<file path="src/rtl/hour_counter_cfg.sv">
// ----------------------------------------------------------------------------
// hour_counter_cfg
//
// Hour stage of a digital clock. One canonical hour register (0..HOUR_MAX)
// advances on each inc strobe and wraps to 0 with a one-cycle day_carry
// pulse. The BCD display, AM/PM flag and zero-hour flags are decoded
// combinationally from the hour register and the display mode, so a mode
// change re-encodes the display in the same cycle without touching the
// stored hour.
//
// Build option:
//   HOUR_LOAD_EN  when defined, adds a direct 24-hour-encoded hour load
//                 port with validity checking and a load_err pulse.
//
// Parameters:
//   TENS_W    width of hr_tens (default 2)
//   UNITS_W   width of hr_units, BCD, >= 4 (default 4)
//   HOUR_MAX  last hour before wrap, 11..23 (default 23)
//
// Ports:
//   clk        in   rising-edge clock
//   rst        in   asynchronous active-high reset
//   inc        in   hour advance strobe (tens-of-minutes carry)
//   timemod    in   0 = 24-hour display, 1 = 12-hour display
//   hr_tens    out  displayed hour tens digit (BCD)
//   hr_units   out  displayed hour units digit (BCD)
//   pm         out  canonical hour >= 12
//   day_carry  out  one-cycle pulse on wrap HOUR_MAX -> 0
//   heptazero  out  24-hour mode showing 00
//   trizero    out  12-hour mode showing 12 AM
//   load       in   (HOUR_LOAD_EN) load strobe, beats inc
//   load_tens  in   (HOUR_LOAD_EN) load value tens digit
//   load_units in   (HOUR_LOAD_EN) load value units digit
//   load_err   out  (HOUR_LOAD_EN) one-cycle pulse on an invalid load
// ----------------------------------------------------------------------------
module hour_counter_cfg #(
    parameter int TENS_W   = 2,
    parameter int UNITS_W  = 4,
    parameter int HOUR_MAX = 23
) (
    input  logic               clk,
    input  logic               rst,
    input  logic               inc,
    input  logic               timemod,
`ifdef HOUR_LOAD_EN
    input  logic               load,
    input  logic [TENS_W-1:0]  load_tens,
    input  logic [UNITS_W-1:0] load_units,
    output logic               load_err,
`endif
    output logic [TENS_W-1:0]  hr_tens,
    output logic [UNITS_W-1:0] hr_units,
    output logic               pm,
    output logic               day_carry,
    output logic               heptazero,
    output logic               trizero
);

    localparam logic [4:0] HMAX = 5'(HOUR_MAX);

    // Splits a 0..23 value into {tens, units} BCD nibbles.
    function automatic logic [7:0] to_bcd(input logic [4:0] v);
        logic [4:0] t;
        logic [4:0] u;
        t = v / 5'd10;
        u = v - (t * 5'd10);
        return {t[3:0], u[3:0]};
    endfunction

    logic [4:0] hour;
    logic [4:0] hour_nxt;
    logic       carry_nxt;

`ifdef HOUR_LOAD_EN
    logic [31:0] load_val;
    logic        load_ok;
    logic        err_nxt;

    // Load value is always 24-hour encoded, independent of timemod.
    always_comb begin
        load_val = (32'(load_tens) * 32'd10) + 32'(load_units);
        load_ok  = (32'(load_units) <= 32'd9) && (load_val <= 32'(HOUR_MAX));
    end
`endif

    always_comb begin
        hour_nxt  = hour;
        carry_nxt = 1'b0;
`ifdef HOUR_LOAD_EN
        err_nxt   = 1'b0;
        // A load on the same edge swallows inc, so no wrap can occur.
        if (load) begin
            if (load_ok) begin
                hour_nxt = load_val[4:0];
            end else begin
                err_nxt = 1'b1;
            end
        end else
`endif
        if (inc) begin
            if (hour >= HMAX) begin
                hour_nxt  = 5'd0;
                carry_nxt = 1'b1;
            end else begin
                hour_nxt = hour + 5'd1;
            end
        end
    end

    always_ff @(posedge clk or posedge rst) begin
        if (rst) begin
            hour      <= 5'd0;
            day_carry <= 1'b0;
`ifdef HOUR_LOAD_EN
            load_err  <= 1'b0;
`endif
        end else begin
            hour      <= hour_nxt;
            day_carry <= carry_nxt;
`ifdef HOUR_LOAD_EN
            load_err  <= err_nxt;
`endif
        end
    end

    // Display decode: zero latency from the hour register and timemod.
    logic [4:0] disp_val;
    logic [7:0] disp_bcd;

    always_comb begin
        disp_val = hour;
        if (timemod) begin
            // 12-hour face: hour mod 12, with 0 shown as 12.
            disp_val = (hour >= 5'd12) ? (hour - 5'd12) : hour;
            if (disp_val == 5'd0) begin
                disp_val = 5'd12;
            end
        end
        disp_bcd = to_bcd(disp_val);
    end

    assign hr_tens   = TENS_W'(disp_bcd[7:4]);
    assign hr_units  = UNITS_W'(disp_bcd[3:0]);
    assign pm        = (hour >= 5'd12);
    // Both zero flags reduce to hour == 0: 00 in 24-hour, 12 AM in 12-hour.
    assign heptazero = ~timemod & (hour == 5'd0);
    assign trizero   =  timemod & (hour == 5'd0);

endmodule

</file>
<file path="config.mk">
export PLATFORM = sky130hd
export DESIGN_NAME = hour_counter_cfg
export DESIGN_NICKNAME = d
export VERILOG_FILES = /design/src/rtl/hour_counter_cfg.sv
export SDC_FILE = /design/constraint.sdc
export NUM_CORES = 1
export LEC_CHECK = 0
export CORE_ASPECT_RATIO = 1.25
export CORE_MARGIN = 3
export CORE_UTILIZATION = 40
export CTS_CLUSTER_DIAMETER = 30
export CTS_CLUSTER_SIZE = 28
export DETAILED_ROUTE_END_ITERATION = 10
export PLACE_DENSITY = 0.74
export RECOVER_POWER = 25
export SLEW_MARGIN = 20
export SYNTH_ARGS = -nofsm -noshare
export SYNTH_HDL_FRONTEND = slang
export SYNTH_SLANG_ARGS = --single-unit
</file>
<file path="constraint.sdc">
create_clock -name clk -period 8 [get_ports clk]
set_input_delay 0.8 -clock clk [delete_from_list [all_inputs] [get_ports clk]]
set_output_delay 0.8 -clock clk [all_outputs]
set_load 0.1 [all_outputs]
</file>
==> flow_summary.yaml <==
floorplan:
  dieWidth_um: 46.3
  row_count: 17
  dieArea_um2: 2610
  ioPinCount: 14
  core-area_um2: 1850
  initial_core_util_pct: 43.9
  dieHeight_um: 56.4
clocking:
  cts_buffer_depth: 2
  tritoncts.num_buffers: 3
  postCtsHoldBufs: 0
  cts_tree: "done"
  cts_setup_buffers: 0
  cts_max_level: 1
  clock_sinks: 6
  ctsResizeCount: 0
  clock_latency_ps: 250
  path_clk_slew_ps: 50
  clock-root-buffer: "clkbuf_4"
synthesis:
  ys_async_sr_fraction_pct: 100
  yosysWarnings: 0
  synth.distinct_cells: 43
  synthFlopType: "dfrtp_1"
  syn-num-nets: 116
  synth_edf_count: 0
  netlist_area_um2: 813
  avgSynthCellArea_um2: 8.05
  ys_seq_area_share_pct: 18.5
  syn_inst: 101
  ys_ff_latch: 6
global_route:
  grt_max_degree: 18
  antenna_found_initial: 0
  overflow: 0
  grt_pass1_wl_um: 2840
  grt_util_all_layers_pct: 14.3
  grt_pass1_vias: 689
place:
  place_inst: 127
  place_area_um2: 930
  hpwl_um: 1350
  numPortBuffers: 13
  routabilityCongestion: 0.792
setup_path:
  reg2reg_slack_ps: 6020
  cpLargestDelayFamily: "adder cells"
  crit_top_cell: "ha_1"
  slowest_stage: "clkdlybuf4s50_1"
  path_cells: "ha_1, xnor2_1, a211oi_1, nand2_1, o211ai_1, ha_1, nor3_1, nor2_1, inv_1, ha_1, o2111ai_1, a21bo_2, ha_1, fa_1, xor2_1, clkdlybuf4s50_1"
  crit_buf_inv: 2
  cp.arrival_ps: 5440
  crit_path_end_kind: "output port"
  slowest_delay_ps: 1140
  worstSetupPathType: "reg -> out"
  worstSetupStartpointType: "flip-flop"
  critPathMaxFanout: 17
  critPathRequiredTime_ps: 7200
final_layout:
  antennaDiodeCount: 0
  finalInstanceArea_um2: 952
  mostFrequentLayoutCell: "inv_1"
  final_cell_mix: "inv_1, clkdlybuf4s50_1, ha_1, nand2_1, o21ai_0"
  finalNetCount: 128
  area_growth_pct: 17.1
  stdcell_count: 130
  final_layout_size_suffix_gt1_share_pct: 9.91
sta:
  max_freq_mhz: 160
  hold_viol: 0
  relSlewSlack_pct: 35.0
  setup_violations: 0
  rsz0062_at_grt: "no"
  fin_crit_ps: 6240
  post-route-period-util_pct: 78.1
  tightestPinTransition_ps: 972
  finClkSkew_ps: 2.93
  tns_ps: 0
  finalMaxSlewViolations: 0
drt:
  drc: 0
  drt_iter0_drc: 10
  wl_per_cell_um: 13.0
  drtAntennaViolNets: 0
  routed_wl_um: 1700
  vias: 744
  viasPerCell: 5.72
  dr.pass1.iters: 4
flow_run:
  maxCapViolations: 0
status:
  status: "finished clean"
hold_path:
  hold_path_class: "reg -> reg"
-- flip-flops by register name, summed over array words and instances (netlist names) --
| register | count |
|---|---|
| hour | 5 |
| day_carry | 1 |
-- stage by stage --
step                utilization, %  setup slack [ps]  hold WS, ps
finish                        51.5              1760          641
floorplan                        -               863          583
global route                  51.5              1360          682
global placement              50.2              1820          623
detailed placement            50.2              1790          633
CTS                           51.5              1760          643
-- metal layers --
layer	wire length (um)	GRT usage (%)
met1	707	16.2
met2	913	24.8
met3	47	1.60
met4	29	7.32
met5	0	0
-- worst reg2reg max path: cells and delay by family (launching register included) --
kind,cells,cell delay (ps)
adder cells (fa/ha/maj),1,240
AO/OA/AOI/OAI,5,920
flip-flops,1,690
-- cell usage after synthesis, types with 2 or more instances --
library cell,count,area share [%]
a21o_1,2,1.8
a21oi_1,5,3.1
a31oi_1,2,1.5
buf_2,3,1.8
dfrtp_1,6,18
ha_1,10,15
inv_1,13,6.0
nand2_1,9,4.2
nand3_1,2,1.2
nor2_1,3,1.4
nor3_1,3,1.8
o211ai_1,2,1.8
o21ai_0,8,4.9
o22ai_1,2,1.5
or3_1,3,2.3
-- cell type report --
| cell class | instances | area [um2] |
|---|---|---|
| Tap cell | 19 | 23.8 |
| Clock buffer | 3 | 22.5 |
| Sequential cell | 6 | 150 |
| Timing Repair Buffer | 13 | 130 |
| Multi-Input combinational cell | 76 | 577 |
| Fill cell | 183 | 898 |
| Inverter | 13 | 48.8 |
-- cells by family after synthesis --
logic type	Yosys count	share of synthesized area [%]
xor+xnor	2	2.15
mux	3	4.46
compound gates	31	25.8
simple gates	29	20.6
fa+ha+maj	11	17.8
buf+inv	19	10.6
flops	6	18.5
-- path summary, 6_finish.rpt --
kind,endpoint,startpoint,cells past startpoint
max in group asynchronous,hour[4],rst,2
setup / recovery,hr_units[3],hour[2],16
hold / removal,hour[3],hour[0],2
min in group asynchronous,hour[1],rst,2
hold reg to reg,hour[3],hour[0],2
setup reg to reg,hour[4],hour[2],6
Power is not shown: default switching activity piles up to over one toggle a cycle in this logic, so the estimate is an artifact.
